--- src/rtl/fsm_arb_pkg.sv ---
// Shared types and helpers for the round-robin grant FSM.
package fsm_arb_pkg;

  typedef enum logic [1:0] {
    IDLE    = 2'b00,
    GRANT   = 2'b01,
    RELEASE = 2'b10
  } state_t;

  // Ceiling log2, never below 1 so that single-value fields keep one bit.
  function automatic int unsigned clog2(input int unsigned v);
    int unsigned r;
    r = 0;
    for (int unsigned k = 0; k < 32; k++) begin
      if ((64'(1) << k) < 64'(v)) r = k + 1;
    end
    return (r == 0) ? 1 : r;
  endfunction

endpackage

--- src/rtl/fsm_rr_arbiter_if.sv ---
// Requester-side bundle of the arbiter: requests, completions and grant status.
interface fsm_rr_arbiter_if #(
  parameter int unsigned N = 4
) ();
  localparam int unsigned IW = fsm_arb_pkg::clog2(N);

  logic [N-1:0]  req;
  logic [N-1:0]  done;
  logic [N-1:0]  gnt;
  logic [IW-1:0] gnt_id;
  logic          busy;
  logic          timeout;

  modport master (output req, output done,
                  input gnt, input gnt_id, input busy, input timeout);
  modport slave  (input req, input done,
                  output gnt, output gnt_id, output busy, output timeout);
endinterface

--- src/rtl/rr_pick.sv ---
// Rotating-priority picker: first set request at or above ptr, wrapping to 0.
module rr_pick #(
  parameter int unsigned N  = 4,
  parameter int unsigned IW = 2
) (
  input  logic [N-1:0]  req,
  input  logic [IW-1:0] ptr,
  output logic          valid,
  output logic [IW-1:0] idx
);

  logic [IW-1:0] cand;

  always_comb begin
    valid = 1'b0;
    idx   = '0;
    cand  = '0;
    for (int unsigned i = 0; i < N; i++) begin
      cand = IW'((32'(ptr) + i) % N);
      if (!valid && req[cand]) begin
        valid = 1'b1;
        idx   = cand;
      end
    end
  end

endmodule

--- src/rtl/fsm_rr_arbiter.sv ---
// Three-state round-robin arbiter with registered one-hot grant.
// Optional hold-time limit enabled by defining FSM_ARB_TIMEOUT_EN.
module fsm_rr_arbiter
  import fsm_arb_pkg::*;
#(
  parameter int unsigned N        = 4,
  parameter int unsigned HOLD_MAX = 8
) (
  input logic             clk,
  input logic             reset_n,
  fsm_rr_arbiter_if.slave bus
);

  localparam int unsigned IW = clog2(N);

  if (N < 2 || N > 16 || HOLD_MAX < 1) begin : g_param_err
    $error("fsm_rr_arbiter: N must be 2..16 and HOLD_MAX at least 1");
  end

  state_t        state_q, state_d;
  logic [IW-1:0] ptr_q, ptr_d;
  logic [IW-1:0] id_q, id_d;
  logic [N-1:0]  gnt_q, gnt_d;
  logic          busy_q, busy_d;
  logic          pick_valid;
  logic [IW-1:0] pick_idx;
  logic          owner_done_c;
  logic          owner_drop_c;
  logic          expire_c;

  rr_pick #(.N(N), .IW(IW)) u_pick (
    .req   (bus.req),
    .ptr   (ptr_q),
    .valid (pick_valid),
    .idx   (pick_idx)
  );

  assign owner_done_c = bus.done[id_q];
  assign owner_drop_c = !bus.req[id_q];

`ifdef FSM_ARB_TIMEOUT_EN
  localparam int unsigned HW = clog2(HOLD_MAX + 1);
  logic [HW-1:0] cnt_q, cnt_d;
  logic          to_q, to_d;
  assign expire_c = (cnt_q == HW'(HOLD_MAX));
`else
  assign expire_c = 1'b0;
`endif

  // Next-state and registered-output logic.
  always_comb begin
    state_d = state_q;
    ptr_d   = ptr_q;
    id_d    = id_q;
    gnt_d   = gnt_q;
    busy_d  = busy_q;
`ifdef FSM_ARB_TIMEOUT_EN
    cnt_d   = cnt_q;
    to_d    = 1'b0;
`endif
    case (state_q)
      IDLE: begin
        if (pick_valid) begin
          state_d = GRANT;
          id_d    = pick_idx;
          gnt_d   = N'(1) << pick_idx;
          busy_d  = 1'b1;
`ifdef FSM_ARB_TIMEOUT_EN
          cnt_d   = HW'(1);
`endif
        end
      end
      GRANT: begin
        if (owner_done_c || owner_drop_c || expire_c) begin
          state_d = RELEASE;
          id_d    = '0;
          gnt_d   = '0;
          busy_d  = 1'b0;
          ptr_d   = (id_q == IW'(N - 1)) ? '0 : id_q + IW'(1);
`ifdef FSM_ARB_TIMEOUT_EN
          // A completion on the expiry edge counts as a normal done.
          to_d    = expire_c && !owner_done_c;
`endif
        end else begin
`ifdef FSM_ARB_TIMEOUT_EN
          // Staying in GRANT implies cnt_q < HOLD_MAX, so this saturates.
          cnt_d   = cnt_q + HW'(1);
`endif
        end
      end
      RELEASE: state_d = IDLE;
      default: begin
        state_d = IDLE;
        id_d    = '0;
        gnt_d   = '0;
        busy_d  = 1'b0;
      end
    endcase
  end

  always_ff @(posedge clk or negedge reset_n) begin
    if (!reset_n) begin
      state_q <= IDLE;
      ptr_q   <= '0;
      id_q    <= '0;
      gnt_q   <= '0;
      busy_q  <= 1'b0;
    end else begin
      state_q <= state_d;
      ptr_q   <= ptr_d;
      id_q    <= id_d;
      gnt_q   <= gnt_d;
      busy_q  <= busy_d;
    end
  end

`ifdef FSM_ARB_TIMEOUT_EN
  always_ff @(posedge clk or negedge reset_n) begin
    if (!reset_n) begin
      cnt_q <= '0;
      to_q  <= 1'b0;
    end else begin
      cnt_q <= cnt_d;
      to_q  <= to_d;
    end
  end
  assign bus.timeout = to_q;
`else
  assign bus.timeout = 1'b0;
`endif

  assign bus.gnt    = gnt_q;
  assign bus.gnt_id = id_q;
  assign bus.busy   = busy_q;

endmodule

--- src/flat_wrapper.sv ---
// flat-port wrapper written by rule: the top's interface ports become plain ports
module fsm_rr_arbiter_flat import fsm_arb_pkg::*;
#(
  parameter int unsigned N        = 4,
  parameter int unsigned HOLD_MAX = 8
)
  (clk, reset_n, bus_req, bus_done, bus_gnt, bus_gnt_id, bus_busy, bus_timeout);
  fsm_rr_arbiter_if #(.N(N)) bus_i ();
  input logic clk;
  input logic reset_n;
  input wire logic [$bits(bus_i.req)-1:0] bus_req;
  input wire logic [$bits(bus_i.done)-1:0] bus_done;
  output wire logic [$bits(bus_i.gnt)-1:0] bus_gnt;
  output wire logic [$bits(bus_i.gnt_id)-1:0] bus_gnt_id;
  output wire logic [$bits(bus_i.busy)-1:0] bus_busy;
  output wire logic [$bits(bus_i.timeout)-1:0] bus_timeout;
  assign bus_i.req = bus_req;
  assign bus_i.done = bus_done;
  assign bus_gnt = bus_i.gnt;
  assign bus_gnt_id = bus_i.gnt_id;
  assign bus_busy = bus_i.busy;
  assign bus_timeout = bus_i.timeout;
  fsm_rr_arbiter #(.N(N), .HOLD_MAX(HOLD_MAX)) u_core (.clk(clk), .reset_n(reset_n), .bus(bus_i));
endmodule
--- config.mk ---
export PLATFORM = sky130hd
export DESIGN_NAME = fsm_rr_arbiter_flat
export DESIGN_NICKNAME = d
export VERILOG_FILES = /design/src/rtl/fsm_arb_pkg.sv /design/src/rtl/fsm_rr_arbiter_if.sv /design/src/rtl/rr_pick.sv /design/src/rtl/fsm_rr_arbiter.sv /design/src/flat_wrapper.sv
export SDC_FILE = /design/constraint.sdc
export NUM_CORES = 1
export LEC_CHECK = 0
export ABC_AREA = 1
export BUFFER_PORTS_ARGS = -buffer_cell sky130_fd_sc_hd__buf_2
export CELL_PAD_IN_SITES_DETAIL_PLACEMENT = 2
export CELL_PAD_IN_SITES_GLOBAL_PLACEMENT = 2
export CORE_ASPECT_RATIO = 0.7
export CORE_MARGIN = 4
export CORE_UTILIZATION = 25
export CTS_BUF_LIST = sky130_fd_sc_hd__clkbuf_16
export DETAILED_ROUTE_END_ITERATION = 6
export HOLD_SLACK_MARGIN = 0.02
export PLACE_DENSITY_LB_ADDON = 0.1
export REMOVE_ABC_BUFFERS = 1
export SETUP_SLACK_MARGIN = 0.02
export SLEW_MARGIN = 40
export SYNTH_ARGS = -nofsm -noshare
export SYNTH_HDL_FRONTEND = slang
export SYNTH_SLANG_ARGS = --single-unit
--- constraint.sdc ---
create_clock -name clk -period 1.59 [get_ports clk]
set_clock_uncertainty 0.2 [all_clocks]
set_input_delay 0.0795 -clock clk [delete_from_list [all_inputs] [get_ports clk]]
set_output_delay 0.0795 -clock clk [all_outputs]
set_load 0.01 [all_outputs]
* Word-level counts from Yosys, hierarchy flattened
Cells that the tools add are included.
Storage, ports and cells: latch bits 0, input port bits 10, output and inout bits 8, RAM bits 0, ROM bits 0, register bits 11, memories kept 0
Operators by class: $add $sub $neg 4, shifts and indexed selects 1, order comparisons 5, reductions and logical operators 12, bitwise operators 1, div/mod/pow operators 0, multipliers 0, equal/unequal tests 5, mux-type cells 33
Operator list (count):
- 2-to-1 mux 2 bit | 9
- less-than comparator 2 x 3 -> 1 bit, second input constant | 5
- binary-select mux 1 bit (select 2 bit) | 6
- 2-to-1 mux 1 bit | 12
- one-hot mux 4 bit (3 select lines) | 1
- 2-to-1 mux 4 bit | 2
- one-hot mux 2 bit (3 select lines) | 1
- adder 2 x 1 -> 2 bit, second input constant | 2
- adder 2 bit, second input constant | 2
- == test 2 bit, second input constant | 2
- logical NOT 1 bit | 4
- != test 2 x 1 -> 1 bit, second input constant | 2
- one-hot mux 2 bit (2 select lines) | 1
- AND reduction 2 bit | 2
- << shifter 1 x 2 -> 4 bit, first input constant | 1
- logical AND 1 bit | 3
- one-hot mux 1 bit (3 select lines) | 1
- AND reduction 3 bit | 1
- == test 2 x 1 -> 1 bit, second input constant | 1
- logical NOT 2 bit | 1
- logical OR 1 bit | 1
- inverter 1 bit | 1

* Longest topological paths before layout
depth after elaboration 15, mapped depth 12, gate-level depth less buffers 12

* Hierarchy
From an unflattened synthesis, not the netlist that was laid out.
Unflattened totals: cells, all modules 129, area, all modules 890.9 um^2
By module, submodules not included:
- fsm_rr_arbiter | area an instance 571.8 um^2, cells an instance 70, seq. area each 275.3 um^2, instances 1
- rr_pick | area an instance 319.1 um^2, cells an instance 59, seq. area each 0.0 um^2, instances 1

* Worst setup path before layout
OpenSTA, ideal clock, no wires.
path type reg-to-reg, start reg u_core.ptr_q[0], end reg u_core.gnt_q[1], in the netlist u_core.bus.gnt[1], cell stages (with the launch flop) 13, path buffers 2, library setup time 0.116 ns, arrival time 1.255 ns, slack 0.018 ns, path through dfrtp_1 -> buf_6 -> nand2_1 -> nand2_1 -> nand2_1 -> nand2_2 -> nor2_4 -> nand3_2 -> nand2_2 -> buf_6 -> nor2_4 -> nand2_1 -> nand2_1
Between the ends: word-level cells in the longest chain between the ends 15
Ends and longest elaborated chain:
- from (decl) | line fsm_rr_arbiter.sv:21 | logic [IW-1:0] ptr_q, ptr_d;
- from (signal assigned) | line fsm_rr_arbiter.sv:110 | ptr_q <= ptr_d;
- parallel branches: the longest is 15 deep, another holds adder 2 x 1 -> 2 bit
- to (signal assigned) | line fsm_rr_arbiter.sv:112 | gnt_q <= gnt_d;
- to (decl) | line fsm_rr_arbiter.sv:23 | logic [N-1:0] gnt_q, gnt_d;
Several ways; the timed one is not identified. The select of a mux whose other input is x is not followed. A chain may end at the register's enable or synchronous reset.

* Worst setup path in the final report
Ends and elaborated chain as after synthesis.

==> out/qor.yml <==
fin_crit_ns: 1.76
grt_pass1_wl_um: 4620
p_clk_share_pct: 15.0
wl_um: 2930
cts.path.max_buffers: 2
drt_iter0_markers: 32
cts_buffers: 3
switching_share_pct: 50.5
hp-class: "input port to register"
worst_slack_ns: -0.170
die_w_um: 75.5
cp_max_fo: 6
clock_latency_ns: 0.24
htreeDepth: 1
max_freq_mhz: 568
cts.sinks: 11
stdcell_area_um2: 1220
switchingPower_mw: 1.55
hold_viol: 0
antenna_found_initial: 0
internal_power_mw: 1.52
yosysSeqAreaShare_pct: 34.5
dp.cells: 177
routed-via-count: 883
clkTransAtPathRegs_ns: 0.04
violations: "setup timing"
detail-route-antenna-nets: 0
maxSlewViolCount: 0
drcViolationCount: 0
arrival_ns: 1.69
grt_usage_pct: 14.8
dp.final_hpwl_um: 2080
port_buffers: 16
die_area_um2: 4180
relSlewSlack_pct: 57.9
drt-pass1-iter-count: 2
gp_congestion: 0.830
rsz0062_at_grt: "yes"
timing.final.crit_share_pct: 111
ys_top_cells_by_area: "dfrtp_1, nand2_1, nand3_1, inv_1, nand2_2"
vias_per_cell: 4.70
maxCapViolCount: 0
synth.avg_cell_area_um2: 6.65
area_growth_syn_to_layout_pct: 52.5
cpPeakStageDelay_ns: 0.45
power_density_nw_per_um2: 2510
met2_length_um: 1270
synth_top_area_share_pct: 34.5
post-place-ws_ns: -0.253
placeableCoreArea_um2: 2920
cp-end-kind: "register"
cts_tree: "done"
drive_gt1_share_pct: 49.3
overflow: 0
worstSetupPathType: "register to register"
grt_max_degree: 12
initial_utilization_pct: 27.3
p_total_mw: 3.06
synth_cells: 120
met3_length_um: 96
yosys_warnings: 0
synth-seq-cells: 11
fin_cells: 188
cp_data_required_time_ns: 1.52
wl_per_cell_um: 15.6
cts_root_buffer: "clkbuf_16"
leakagePower_nw: 0.646
grt_pass1_vias: 886
setup_viol: 8
power_frac_seq_pct: 17.8
status: "finished, violations left"
place_area_um2: 953
worst_pin_slew_ns: 0.630
final_nets: 164
netlist_area_um2: 798
rows: 16
pwr-share-comb_pct: 67.2
cp_slowest_cell: "dfrtp_2"
setup_tns_ns: -1.10
crit_chain: "buf_6 -> nand2_4 -> nand3_1 -> nand2_2 -> inv_1 -> nand3_4 -> nand2_2 -> nand3_1 -> nand2_1"
fin_util_pct: 41.7
antenna_cells: 0
startpoint_type: "register"
fp.dieH_um: 55.3
met1_length_um: 1540
yosys.cell_types.count: 19
io_pins: 18
highest-signal-layer: "met4"
vdd_drop_max_mv: 1.28
synth.largest_area_cell: "dfrtp_1"
hold_ws_ns: 0.0433
-- worst paths after layout --
| kind | start | end | slack (ns) | cells after the start |
|---|---|---|---|---|
| worst max-delay path | u_core.ptr_q[0] | u_core.bus.gnt[1] | -0.17 | 9 |
| worst min-delay path | bus_done[2] | u_core.state_q[0] | 0.04 | 4 |
| worst max register to register | u_core.ptr_q[0] | u_core.bus.gnt[1] | -0.17 | 9 |
| worst min register to register | u_core.bus.busy | u_core.bus.busy | 0.27 | 2 |
| max in group asynchronous | reset_n | u_core.ptr_q[0] | 0.91 | 2 |
| min in group asynchronous | reset_n | u_core.bus.gnt[0] | 0.05 | 2 |
-- timing repair --
| action | 4_1_cts | 5_1_grt |
|---|---|---|
| setup buffers | 2 | 1 |
| cloned | 2 | 0 |
| gates resized for setup | 25 | 16 |
| pin swaps | 4 | 4 |
| hold buffers | 2 | 0 |
| endpoints found under the hold margin | 12 | 0 |
| endpoints found under the setup margin | 8 | 10 |
-- worst max-delay path, delay by kind of cell (launching register included) --
family / cells / cell delay (ns)
buf+inv: 2 / 0.25
simple gates: 7 / 0.75
flops: 1 / 0.45
-- routing by layer --
metal / GRT usage, % / vias to the layer above
li1: - / 438
met1: 23.4 / 427
met2: 19.3 / 16
met3: 5.07 / 2
met4: 2.24 / 0
met5: 0 / -
-- synth_stat cells --
| library cell | instances |
|---|---|
| buf_4 | 1 |
| buf_6 | 2 |
| conb_1 | 1 |
| dfrtp_1 | 11 |
| ha_1 | 1 |
| inv_1 | 12 |
| inv_2 | 2 |
| nand2_1 | 49 |
| nand2_2 | 5 |
| nand2_4 | 1 |
| nand3_1 | 16 |
| nand3_2 | 2 |
| nor2_1 | 6 |
| nor2_4 | 2 |
| o21ai_0 | 4 |
| o21ai_1 | 2 |
| o221ai_1 | 1 |
| o31ai_1 | 1 |
| or2_2 | 1 |
-- cell type report --
cell class,count,area [um^2]
fill,354,1710
multi-input combinational,93,563
sequential,11,278
timing repair buffer,29,190
clock buffer,3,75.1
inverter,14,55.1
tap,36,45.0
timing repair inverter,1,7.51
clock inverter,1,3.75
-- placed cells by master (no fill, tap or decap), types with 3 or more instances in the layout --
cell type  synthesis  routed
buf_2              0      16
nor2_1             6       4
clkbuf_16          0       3
o21ai_0            4       3
dfrtp_1           11       9
nand2_1           49      29
nand2_2            5      22
inv_1             12      12
nand2_4            1       4
nand3_2            2       3
buf_4              1       9
nand3_1           16      14
-- logic make-up after synthesis --
kind of cell / after synthesis / synth area share (%)
AO/OA/AOI/OAI: 8 / 5.80
adder cells (fa/ha/maj): 1 / 1.57
buffers and inverters: 17 / 10.3
flip-flops: 11 / 34.5
other: 1 / 0.470
AND/OR/NAND/NOR: 82 / 47.3
-- sequential cells by signal, indices dropped and copies added, names as in the netlist --
name               flops
u_core.bus.gnt         4
u_core.bus.gnt_id      2
u_core.bus.busy        1
u_core.ptr_q           2
u_core.state_q         2
-- power by group through the flow --
stage	Sequential [mW]	Clock [mW]	Combinational (mW)
after floorplan	0.548	0	0.964
after global placement	0.513	0	1.50
after detailed placement	0.516	0	1.55
after CTS	0.541	0.468	1.84
after global routing	0.562	0.492	2.29
final	0.545	0.458	2.06
Power figures use the tool's default switching activity.
